### config.mk
export PLATFORM = sky130hd
export DESIGN_NAME = svm_data_addr_gen
export DESIGN_NICKNAME = d
export VERILOG_FILES = /design/src/rtl/svm_data_addr_gen.sv
export SDC_FILE = /design/constraint.sdc
export NUM_CORES = 1
export LEC_CHECK = 0
export ABC_AREA = 1
export CORE_UTILIZATION = 35
export CTS_BUF_LIST = sky130_fd_sc_hd__clkbuf_8
export DETAILED_ROUTE_END_ITERATION = 16
export SYNTH_ARGS = -nofsm -noshare
export SYNTH_HDL_FRONTEND = slang
export SYNTH_SLANG_ARGS = --single-unit
### constraint.sdc
create_clock -name clk -period 3.4 [get_ports clk]
set_clock_uncertainty 0.2 [all_clocks]
set_input_delay 0.68 -clock clk [delete_from_list [all_inputs] [get_ports clk]]
set_output_delay 0.68 -clock clk [all_outputs]
set_load 0.005 [all_outputs]
### src/rtl/svm_data_addr_gen.sv
// Walks the weight vector and then every training point, emitting one byte read address per handshake.
// Latency: first address one cycle after an accepted start; one word per cycle while rd_rdy stays high.
// Backpressure: rd_addr and tags hold while rd_vld && !rd_rdy; abort or rst are the only ways to drop rd_vld early.
module svm_data_addr_gen #(
  parameter int ADDR_W     = 32,
  parameter int CNT_W      = 16,
  parameter int WORD_BYTES = 4
) (
  input  logic              clk,
  input  logic              rst,
  input  logic              cfg_done,
  input  logic              start,
  input  logic              abort,
  input  logic [31:0]       TRAIN_DATA_BASE,
  input  logic [31:0]       WEIGTHS_BASE_ADDR,
  input  logic [31:0]       NUM_DIM,
  input  logic [31:0]       NUM_DATA_POINTS,
  output logic              rd_vld,
  input  logic              rd_rdy,
  output logic [ADDR_W-1:0] rd_addr,
  output logic              rd_is_wgt,
  output logic [CNT_W-1:0]  rd_dim,
  output logic [CNT_W-1:0]  rd_pt,
  output logic              rd_last,
  output logic              busy,
  output logic              batch_comp_done,
  output logic              cfg_err
);

  typedef enum logic [1:0] {IDLE, WGT, DATA, DONE} state_t;

  state_t            state, state_nxt;
  logic [ADDR_W-1:0] tbase_q, addr_q;
  logic [CNT_W-1:0]  ndim_q, npts_q, dim_q, pt_q;
  logic              err_q;
  logic              accept, cfg_bad, xfer, dim_end, pt_end;

  // abort in IDLE also suppresses a simultaneous start
  assign accept  = start && cfg_done && !abort && (state == IDLE);
  assign cfg_bad = (NUM_DIM == 32'd0) || (NUM_DATA_POINTS == 32'd0) ||
                   ((NUM_DIM >> CNT_W) != 32'd0) || ((NUM_DATA_POINTS >> CNT_W) != 32'd0);
  assign xfer    = rd_vld && rd_rdy;
  assign dim_end = (dim_q == ndim_q - CNT_W'(1));
  assign pt_end  = (pt_q == npts_q - CNT_W'(1));

  always_ff @(posedge clk) begin
    if (rst) state <= IDLE;
    else     state <= state_nxt;
  end

  always_comb begin
    state_nxt = state;
    case (state)
      IDLE: if (accept && !cfg_bad) state_nxt = WGT;
      WGT:  if (xfer && dim_end) state_nxt = DATA;
      DATA: if (xfer && dim_end && pt_end) state_nxt = DONE;
      DONE: state_nxt = IDLE;
      default: state_nxt = IDLE;
    endcase
    if (abort) state_nxt = IDLE;
  end

  always_ff @(posedge clk) begin
    if (rst) begin
      tbase_q <= '0;
      addr_q  <= '0;
      ndim_q  <= '0;
      npts_q  <= '0;
      dim_q   <= '0;
      pt_q    <= '0;
      err_q   <= 1'b0;
    end else begin
      err_q <= accept && cfg_bad;
      if (accept && !cfg_bad) begin
        addr_q  <= WEIGTHS_BASE_ADDR[ADDR_W-1:0];
        tbase_q <= TRAIN_DATA_BASE[ADDR_W-1:0];
        ndim_q  <= NUM_DIM[CNT_W-1:0];
        npts_q  <= NUM_DATA_POINTS[CNT_W-1:0];
        dim_q   <= '0;
        pt_q    <= '0;
      end else if (xfer) begin
        if (state == WGT) begin
          // feature stream starts fresh at the latched data base
          if (dim_end) begin
            dim_q  <= '0;
            addr_q <= tbase_q;
          end else begin
            dim_q  <= dim_q + CNT_W'(1);
            addr_q <= addr_q + ADDR_W'(WORD_BYTES);
          end
        end else begin
          addr_q <= addr_q + ADDR_W'(WORD_BYTES);
          if (dim_end) begin
            dim_q <= '0;
            pt_q  <= pt_q + CNT_W'(1);
          end else begin
            dim_q <= dim_q + CNT_W'(1);
          end
        end
      end
    end
  end

  assign rd_vld          = (state == WGT) || (state == DATA);
  assign rd_is_wgt       = (state == WGT);
  assign rd_addr         = addr_q;
  assign rd_dim          = dim_q;
  assign rd_pt           = pt_q;
  assign rd_last         = (state == DATA) && dim_end && pt_end;
  assign busy            = (state != IDLE);
  assign batch_comp_done = (state == DONE) || err_q;
  assign cfg_err         = err_q;

endmodule

== Word-level counts from Yosys, hierarchy flattened ==
Cells that the tools add are included.

* Bitwise operators: 1
* Equality and inequality tests: 8
* Mux-type cells: 9
* Add/subtract/negate cells: 5
* Reduce and logical (&&, ||, !) cells: 28

{| class="wikitable"
|+ Operators by type and width
! cell !! count
|-
| $mux 32 || 4
|-
| $logic_not 32->1 || 2
|-
| $reduce_bool 32->1 || 2
|-
| $add 16x1->16 const B || 2
|-
| $add 32x3->32 const B || 1
|-
| $eq 16x16->1 || 2
|-
| $sub 16x1->16 const B || 2
|-
| $mux 16 || 1
|-
| $logic_and 1x1->1 || 10
|-
| $pmux 2 s4 || 1
|-
| $mux 2 || 3
|-
| $reduce_and 3->1 || 2
|-
| $logic_or 1x1->1 || 5
|-
| $eq 2x2->1 const B || 2
|-
| $ne 2x1->1 const B || 2
|-
| $reduce_bool 2->1 || 2
|-
| $reduce_or 2->1 || 2
|-
| $eq 2x1->1 const B || 1
|-
| $logic_not 1->1 || 2
|-
| $logic_not 2->1 || 1
|-
| $ne 2x2->1 const B || 1
|-
| $not 1->1 || 1
|}

* Bits in registers: 131
* Output and inout port bits: 70

== Longest topological paths before layout ==
* Depth after elaboration: 8
* Gate-level depth with buffers: 18
* Depth with buffers taken out: 17

== Worst setup path after synthesis ==
OpenSTA, ideal clock, no wires.

* Path type: register -> output
* Start: register ndim_q[0]
* End: output rd_last
* Arrival: 1694 ps
* Slack: 826 ps
* Cell stages (with the launch flop): 14
* Cells stage by stage: dfxtp_1 -> inv_2 -> ha_1 -> inv_1 -> nand2_1 -> nand2_1 -> nand2_1 -> nor2_1 -> nand3_1 -> nor2_1 -> nand3_2 -> nor2_4 -> nand2_1 -> nor3_1

* Cells in the longest elaborated chain, start to end: 4

{| class="wikitable"
|+ Ends and longest elaborated chain
! element !! RTL line !! RTL
|-
| from (decl) || 34 || <nowiki>logic [CNT_W-1:0] ndim_q, npts_q, dim_q, pt_q;</nowiki>
|-
| from (signal assigned) || 77 || <nowiki>ndim_q <= NUM_DIM[CNT_W-1:0];</nowiki>
|-
| $sub 16x1->16 || 43 || <nowiki>assign dim_end = (dim_q == ndim_q - CNT_W'(1));</nowiki>
|-
| $eq 16x16->1 || 43 ||
|-
| $logic_and 1x1->1 (2 in series) || 109 || <nowiki>assign rd_last = (state == DATA) && dim_end && pt_end;</nowiki>
|-
| to (decl) || 24 || <nowiki>output logic rd_last,</nowiki>
|}

No other way between the ends.

== Worst setup path in the final report ==
* Start: register ndim_q[1]
* End: output rd_last

The elaborated chain is that of the path after synthesis.

==> run summary <==
worst path cell trace: inv_2, ha_4, inv_1, nand2_1, nand2_1, nand2_1, nor2_1, nand3_1, nor2_2, nand3_2, nor2_4, nand2_4, nor3_4, clkbuf_2
initial core utilization: 0.355
layout cells sized above 1: 0.103
synth-to-layout area growth: 38.6%
fmax: 318 MHz
antenna violations before repair: 0
Mapped Cells: 1342
crit path DAT: 2.27 ns
ant diodes: 0
post-route ant nets: 0
cts bufs inserted: 17
Unique masters post-synth: 41
required time worst endpoint: 2.52 ns
clock root cell: clkbuf_8
Post-Layout Inst Area: 0.0115 sq mm
post-DR wirelength/cell: 14.5 um
final setup vio count: 0
die width: 156 um
CP Max Fanout: 3
Synth area leaders: dfxtp_1 (32%), nand2_1 (15%), nor2_1 (8.5%)
VDD IR-drop max: 0.217 mV
setup total negative slack: 0 ns
CP max-delay cell: dfxtp_2
PwrDens: 274 mW/mm^2
Routed Wire Length: 27700 um
initial drt markers: 542
RSZ-0062 raised after global routing: no
Leak: 4.95 nW
yosys warns: 0
cell mode on critical path: nand2_1
die height: 156 um
CTS tree: yes
Synth top area share: 0.315
reg2reg setup slack: 0.59 ns
FF+latch count, synth: 131
htree depth: 4
Slew headroom: 0.481
CP startpoint kind: register
Mapped Nets: 1485
CP Capture Type: primary output
RePlAce Congestion: 0.921
vias in the first global route: 8728
post-DR vias/cell: 4.82
I/O pins: 204
Pre-Repair DR Iteration Count: 5
GR Overflow Total: 0
dpl cell area: 0.0110 sq mm
slowest stage delay, CP: 0.36 ns
Reg clk slew, reported paths: 0.08 ns
die footprint: 0.0244 sq mm
clk sinks: 131
Hold Fails Final Rpt: 0
Reg2Reg Depth: 18
DP Wirelength: 21500 um
largest net degree at the start of global routing: 45
syn avg cell area: 6.20 sq um
crit path kind: reg -> out
row cnt: 56
max-cap violations: 0
CP startpoint: ndim_q[1]
Slew @ Worst Pin: 0.773 ns
I/O Buffers: 203
Max Buffers Root-to-Sink: 2
r2r endpoint: rd_addr[26]
DR vias: 9177
synthesized area: 0.00832 sq mm
Worst-Skew Late Latency: 0.44 ns
Final nets: 1715
worst hold start: tbase_q[28]
final period utilization: 0.926
reg2reg start: ndim_q[1]
Hold Path Class: reg -> reg
post-synthesis sequential area ratio: 0.315
first-pass GRT wire length: 44100 um
hold slack: 0.251 ns
# fillers: 2476
area leader, netlist: dfxtp_1
Setup crit end: rd_last
status: complete, no violations
DRC violations left: 0
Core Box Area: 0.0234 sq mm
Slew Viols, Final: 0
Total Routing Usage GR: 0.231
Final min period: 3.15 ns
[stage by stage]
step / utilization / cells / setup slack, ns / power (mW)
CTS: 0.487 / 1902 / 0.0238 / 3.20
global route: 0.493 / 1904 / 0.0421 / 3.28
floorplan: - / 1342 / 0.826 / 1.65
detailed placement: 0.469 / 1869 / 0.0289 / 1.87
global placement: 0.469 / 1869 / 0.0561 / 1.86
finish: 0.493 / 1904 / 0.251 / 3.16
[metal layers]
metal,track usage,share of wire
met1,0.290,0.45
met2,0.391,0.47
met3,0.0528,0.063
met4,0.0672,0.020
met5,0,0
[worst min path at each step]
| stage | cells past startpoint | endpoint | slack [ns] |
|---|---|---|---|
| after global routing | 2 | tbase_q[17] | 0.27 |
| after detailed placement | 2 | tbase_q[28] | 0.24 |
| after floorplan | 2 | tbase_q[14] | 0.23 |
| final | 2 | tbase_q[28] | 0.25 |
| after global placement | 2 | tbase_q[17] | 0.24 |
| after CTS | 2 | tbase_q[28] | 0.26 |
[critical path, delay by kind of cell (launching register included)]
kind / cells / cell delay [ns]
AND/OR/NAND/NOR: 10 / 1.00
flip-flops: 1 / 0.36
buffers and inverters: 3 / 0.25
adder cells (fa/ha/maj): 1 / 0.23
[cell type report]
| cell class | instances | area, sq um | area share |
|---|---|---|---|
| multi-input cells | 994 | 4980 | 0.432 |
| flip-flops and latches | 131 | 2630 | 0.228 |
| repair buffers | 255 | 2480 | 0.215 |
| inverters | 173 | 649 | 0.0563 |
| well taps | 319 | 399 | 0.0346 |
| clock buffers | 18 | 248 | 0.0215 |
| clock inverters | 14 | 139 | 0.0120 |
[kinds of logic (layout without fill, tap and decap cells)]
logic type      Yosys count  after routing  share of synthesized area
compound gates          223            223                      0.142
xor+xnor                 50             50                     0.0543
fa+ha+maj                 9              9                     0.0135
buf+inv                 217            460                      0.102
flops                   131            131                      0.315
simple gates            712            712                      0.373
[synth_stat cells (all sizes together)]
cell	count
o221ai	2
nor3b	2
nand4	26
nor3	32
clkinv	1
o21bai	11
buf	12
xor2	30
nand2	329
a21oi	101
nand3	88
nand3b	9
inv	172
a22o	1
or2	20
a21boi	3
and3	3
o21ai	100
nor4	6
xnor3	1
a211oi	2
nor2	197
o211ai	1
ha	9
dfxtp	131
a31oi	1
xnor2	19
clkbuf	32
a41oi	1
[placed cells by master, fill, tap and decap left out, drive strengths merged]
master and instances:
nand2 329, clkdlybuf4s50 202, nor2 197, inv 174
dfxtp 131, a21oi 101, o21ai 100, nand3 88
buf 52, nor3 32, xor2 30, nand4 26
or2 20, xnor2 19, clkbuf 19, o21bai 11
nand3b 9, ha 9, clkinv 9, nor4 6
and3 3, a21boi 3, a211oi 2, o221ai 2
nor3b 2, bufinv 2, clkinvlp 2, xnor3 1
a31oi 1, o211ai 1, a22o 1, a41oi 1
[power by group]
part | internal [mW] | switching, mW | total (mW)
registers | 1.54 | 0.0138 | 1.56
logic | 0.177 | 0.0974 | 0.274
clock network | 0.667 | 0.668 | 1.33
[sequential cells by signal (all words and copies together) (netlist names)]
| name | cells |
|---|---|
| rd_addr | 32 |
| tbase_q | 32 |
| rd_dim | 16 |
| state | 2 |
| npts_q | 16 |
| ndim_q | 16 |
| cfg_err | 1 |
| rd_pt | 16 |
[timing repair]
item | in CTS | in global routing
pin swaps | 5 | 17
gates resized for setup | 15 | 33
buffers inserted | 1 | 3
setup endpoints to repair | 1 | 1
gates cloned | 0 | 0
hold buffers | 0 | 0
Note: power is estimated with default switching activity, not from simulation.
==> RTL change 1 (same flow settings) <==
Set the parameter `CNT_W` to 32 (it was 16).
--- a/src/rtl/svm_data_addr_gen.sv
+++ b/src/rtl/svm_data_addr_gen.sv
@@ -4,5 +4,5 @@
 module svm_data_addr_gen #(
   parameter int ADDR_W     = 32,
-  parameter int CNT_W      = 16,
+  parameter int CNT_W      = 32,
   parameter int WORD_BYTES = 4
 ) (
Ports: changed (resized rd_dim and rd_pt); port bits go from 204 to 236. The function was not compared with the original's and may differ.
==> RTL change 1 against the unedited design <==
  * The run now ends with setup timing left
  * Routed wire length rose by 74%
  * Fmax fell by 8.6%
  * Sequential cell count rose by 64
  * Critical path depth fell by 1
  * Cell area rose by 51%
  * Total power rose by 85%
  * Worst setup slack got worse by 0.30 ns
  * Area after synthesis rose by 56%
==> RTL change 1: results (changes against the unedited design) <==
** Placement
- The half-perimeter wire length after placement was 38.2 mm (was 21.5 mm).
- IO buf count :: 235 (was 203)
- Final GP Congestion :: 0.946 (was 0.921)

** Clocking
- Clock transition at the register clock pins on the worst setup and hold paths after CTS :: 0.12 ns (was 0.08 ns)

** Logic synthesis
- The number of distinct standard cells referenced by the synthesized netlist is 45 (was 41).
- Biggest area contributors in the synthesized netlist :: sky130_fd_sc_hd__dfxtp_1 30%, sky130_fd_sc_hd__nand2_1 17%, sky130_fd_sc_hd__nor2_1 7.9%, sky130_fd_sc_hd__a21oi_1 6.5%, sky130_fd_sc_hd__xor2_1 6.1% (was sky130_fd_sc_hd__dfxtp_1 32%, sky130_fd_sc_hd__nand2_1 15%, sky130_fd_sc_hd__nor2_1 8.5%, sky130_fd_sc_hd__inv_1 7.6%, sky130_fd_sc_hd__a21oi_1 6.1%)
- Proportion of synthesized chip area in sequential cells :: 30.0% (was 31.5%)

** Layout
- The ratio of cells with drive above 1 in the final layout came to 13.8% (was 10.3%).
- Number of fill cells in the layout :: 3863 (was 2476)
- The count of nets after finishing is 2557 (was 1715).

** STA
- The transition time at the pin with the least slew margin was 0.835 ns (was 0.773 ns).
- Final setup margin :: -0.0458 ns (was 0.251 ns)
- Total of endpoints with negative setup slack in the final report :: 1 (was 0)
- The accumulated negative setup slack came to -0.0458 ns (was 0 ns).

** Detailed routing
- Routed len/inst :: 16.6 um (was 14.5 um)
- Vias per cell :: 4.97 (was 4.82)

** Setup path
- The standard cell with the maximum stage delay on the critical path was sky130_fd_sc_hd__dfxtp_1 (was sky130_fd_sc_hd__dfxtp_2).
- The data arrival time of the critical path came to 2.57 ns (was 2.27 ns).

** Pwr
- Maximum VDD drop :: 0.270 mV (was 0.217 mV)
- P_leak :: 7.48 nW (was 4.95 nW)

** Status
- Violations in the final reports :: setup timing
- Status: finished, violations left (was finished, final reports clean).

** Global route
- The total global routing track utilization came to 25.3% (was 23.1%).
- Wire length of the first global-routing pass :: 74.7 mm (was 44.1 mm)
- The maximum number of pins on one net before global-route repair was 68 (was 45).
- Via count of the first global-routing pass :: 13604 (was 8728)
RTL change 1: worst paths after layout:
check | startpoint | endpoint | slack, ns | cells past startpoint
max | npts_q[10] | rd_last | -0.05 | 13
min | tbase_q[22] | tbase_q[22] | 0.26 | 2
max reg2reg | state[1] | rd_dim[28] | 0.43 | 18
min reg2reg | tbase_q[22] | tbase_q[22] | 0.26 | 2
RTL change 1: what timing repair did:
item	CTS	global route
setup buffers	1	0
gates cloned	0	0
pin swaps	5	1
resized for setup	67	19
endpoints found under the setup margin	1	1
RTL change 1: worst max-delay path, delay by kind of cell (launching register included):
| family | cells | cell delay, ns |
|---|---|---|
| compound gates | 1 | 0.25 |
| buf+inv | 3 | 0.49 |
| flops | 1 | 0.35 |
| simple gates | 9 | 0.94 |
RTL change 1: logic make-up after synthesis:
kind of cell,count (synthesis),synth area share [%]
buffers and inverters,288,8.98
xor gates and xnor gates,135,9.51
and+or+nand+nor,1153,38.5
AOI/OAI and AO/OA,297,12.0
DFF,195,30.0
adders and majority gates,10,0.962
RTL change 1: report_power, final:
group | leakage [nW] | switching, mW | internal (mW)
clock | 0.199 | 0.986 | 0.572
combinational | 5.69 | 1.05 | 0.797
sequential | 1.59 | 0.0907 | 2.37
total | 7.48 | 2.12 | 3.74
RTL change 1: metrics by stage:
stage	worst slack (ns)	cells
after floorplan	0.519	2078
after global placement	-0.0919	2861
after detailed placement	-0.104	2861
after CTS	-0.0593	2894
after global routing	-0.282	2894
final	-0.0458	2894
RTL change 1: per-layer routing:
layer  vias to the layer above  share of wire [%]  global-route usage, %  wire length [um]
met5                         -              0.025                      0                12
met4                         2                1.9                   7.00               909
met3                        49                7.1                   5.95              3420
met2                       418                 44                   39.7             21000
met1                      6623                 47                   34.5             22700
li1                       7284                  -                      -                 -
RTL change 1: final cells by class:
| cell class | instances | area, um^2 | share of cell area (%) |
|---|---|---|---|
| Tap cell | 468 | 586 | 3.36 |
| Clock buffer | 19 | 262 | 1.50 |
| Inverter | 214 | 803 | 4.60 |
| Sequential cell | 195 | 3920 | 22.4 |
| Timing Repair Buffer | 390 | 3600 | 20.6 |
| Multi-Input combinational cell | 1595 | 8170 | 46.8 |
| Clock inverter | 13 | 116 | 0.667 |
==> RTL change 2 (config.mk and constraints unchanged) <==
Without the edit above. The 4 states of `state_t` get a one-hot encoding in 4 bits.
--- a/src/rtl/svm_data_addr_gen.sv
+++ b/src/rtl/svm_data_addr_gen.sv
@@ -28,5 +28,5 @@
 );
 
-  typedef enum logic [1:0] {IDLE, WGT, DATA, DONE} state_t;
+  typedef enum logic [3:0] {IDLE = 4'b0001, WGT = 4'b0010, DATA = 4'b0100, DONE = 4'b1000} state_t;
 
   state_t            state, state_nxt;
Check against the original RTL: no difference found for any inputs over 4 cycles, from zero or initial values and one cycle with rst high; so few cycles prove little.
==> RTL change 2 against the unedited design <==
  * Sequential power is essentially flat
  * Register-to-register slack got worse by 0.47 ns
  * Global-route usage grew 0.65 points
  * Cell area rose by 1.2%
  * Sequential cell count up 2
  * Total power decreased by 0.98%
  * First-iteration DRC count shrank 1.1%
  * Worst setup slack got worse by 0.23 ns
  * Area after synthesis rose by 2.8%
  * Non-clock buffer count shrank 7
  * Utilization hardly changed
  * Routed wire length increased by 5.3%
  * Critical path depth is 2 higher
==> RTL change 2: results (changes against the unedited design) <==
** Logic synthesis
- Synth cell count leaders :: 369 x sky130_fd_sc_hd__nand2_1, 165 x sky130_fd_sc_hd__inv_1, 164 x sky130_fd_sc_hd__nor2_1 (was 325 x sky130_fd_sc_hd__nand2_1, 188 x sky130_fd_sc_hd__nor2_1, 169 x sky130_fd_sc_hd__inv_1)
- The share of the yosys chip area belonging to registers came to 31.1% (was 31.5%).
- Post-synthesis area per instance :: 6.20 um^2 (about the same)
- Biggest area contributors in the synthesized netlist :: sky130_fd_sc_hd__dfxtp_1 31%, sky130_fd_sc_hd__nand2_1 16%, sky130_fd_sc_hd__inv_1 7.2%, sky130_fd_sc_hd__nor2_1 7.2%, sky130_fd_sc_hd__nand3_1 6.4% (was sky130_fd_sc_hd__dfxtp_1 32%, sky130_fd_sc_hd__nand2_1 15%, sky130_fd_sc_hd__nor2_1 8.5%, sky130_fd_sc_hd__inv_1 7.6%, sky130_fd_sc_hd__a21oi_1 6.1%)

** Placement
- HPWL after detailed placement :: 22.2 mm (was 21.5 mm)
- The instance count after placement with tap cells included was 1883 (was 1869).
- Final GP Congestion :: 0.910 (was 0.921)

** Global route
- The total global routing track utilization came to 23.7% (was 23.1%).
- The maximum number of pins on one net before global-route repair came to 60 (was 45).
- Global-route met3 utilization :: 3.70% (was 5.28%)
- Wire length of the first global-routing pass :: 46.1 mm (was 44.1 mm)
- The via count of the first global-routing pass is 8976 (was 8728).
- Met1 routing resource usage after global routing :: 32.2% (was 29.0%)

** Pwr
- The leakage dissipation came to 4.95 nW (about the same).
- Maximum VDD drop :: 0.187 mV (was 0.217 mV)
- Internal power :: 2.37 mW (was 2.38 mW)

** Detailed routing
- The average wire per cell in the routed design was 15.1 um (was 14.5 um).

** STA
- Max_slew headroom :: 62.0% (was 48.1%)

** Clocking
- The number of hold buffers added after cts is 0 (unchanged).
- The clock latency at the later pin of the worst-skew pair came to 0.46 ns (was 0.44 ns).

** Setup path
- The delay of the slowest cell on the worst path came to 0.34 ns (was 0.36 ns).
- Worst EP arrival :: 2.50 ns (was 2.27 ns)

** Layout
- The ratio of cells with drive above 1 in the final layout was 7.95% (was 10.3%).
- The count of nets after finishing was 1736 (was 1715).

** Status
- Status: finished, final reports clean (unchanged).
RTL change 2: layout make-up:
type,instances,area (um^2)
Fill cell,2504,12000
Multi-Input combinational cell,1023,5120
Sequential cell,133,2670
Timing Repair Buffer,248,2430
Inverter,174,658
Tap cell,319,399
Clock buffer,18,248
Clock inverter,14,139
RTL change 2: logic make-up (layout without fill, tap and decap cells):
kind of cell             Yosys count  after routing  synth area share [%]
buffers and inverters            225            454                  10.3
flip-flops                       133            133                  31.1
AO/OA/AOI/OAI                    169            169                  10.1
adder cells (fa/ha/maj)            5              5                 0.732
AND/OR/NAND/NOR                  776            777                  40.1
XOR/XNOR                          72             72                  7.54
RTL change 2: timing repair:
item                                    4_1_cts  5_1_grt
setup buffers                                 9        3
cloned                                        0        2
resized for setup                             6       30
endpoints found under the setup margin        1       31
pin swaps                                     2       19
RTL change 2: critical path: cells and delay by family, from the launching register on:
family                   cells  cell delay, ns
buffers and inverters        3            0.26
flip-flops                   1            0.34
adder cells (fa/ha/maj)      1            0.17
AND/OR/NAND/NOR             12            1.26
RTL change 2: per-layer routing:
layer  vias up  part of all wire, %
li1       4858                    -
met1      4289                   48
met2       241                   46
met3        37                  4.7
met4         0                  1.9
met5         -                    0
RTL change 2: power by group through the flow:
stage,logic (mW),registers (mW),clock network [mW]
final,0.222,1.56,1.35
after global routing,0.236,1.56,1.45
after CTS,0.223,1.56,1.37
after detailed placement,0.221,1.59,0
after global placement,0.222,1.59,0
after floorplan,0.0364,1.59,0
RTL change 2: final timing paths:
path / startpoint / endpoint / slack (ns) / cells past startpoint
worst max-delay path: ndim_q[0] / rd_last / 0.02 / 16
worst max register to register: ndim_q[1] / rd_addr[23] / 0.12 / 23
worst min-delay path: tbase_q[14] / tbase_q[14] / 0.25 / 2
worst min register to register: tbase_q[14] / tbase_q[14] / 0.25 / 2
RTL change 2: per-stage QoR:
step / util, % / power, mW
floorplan: - / 1.63
global placement: 46.6 / 1.82
detailed placement: 46.6 / 1.81
CTS: 48.5 / 3.15
global route: 49.3 / 3.24
finish: 49.3 / 3.13
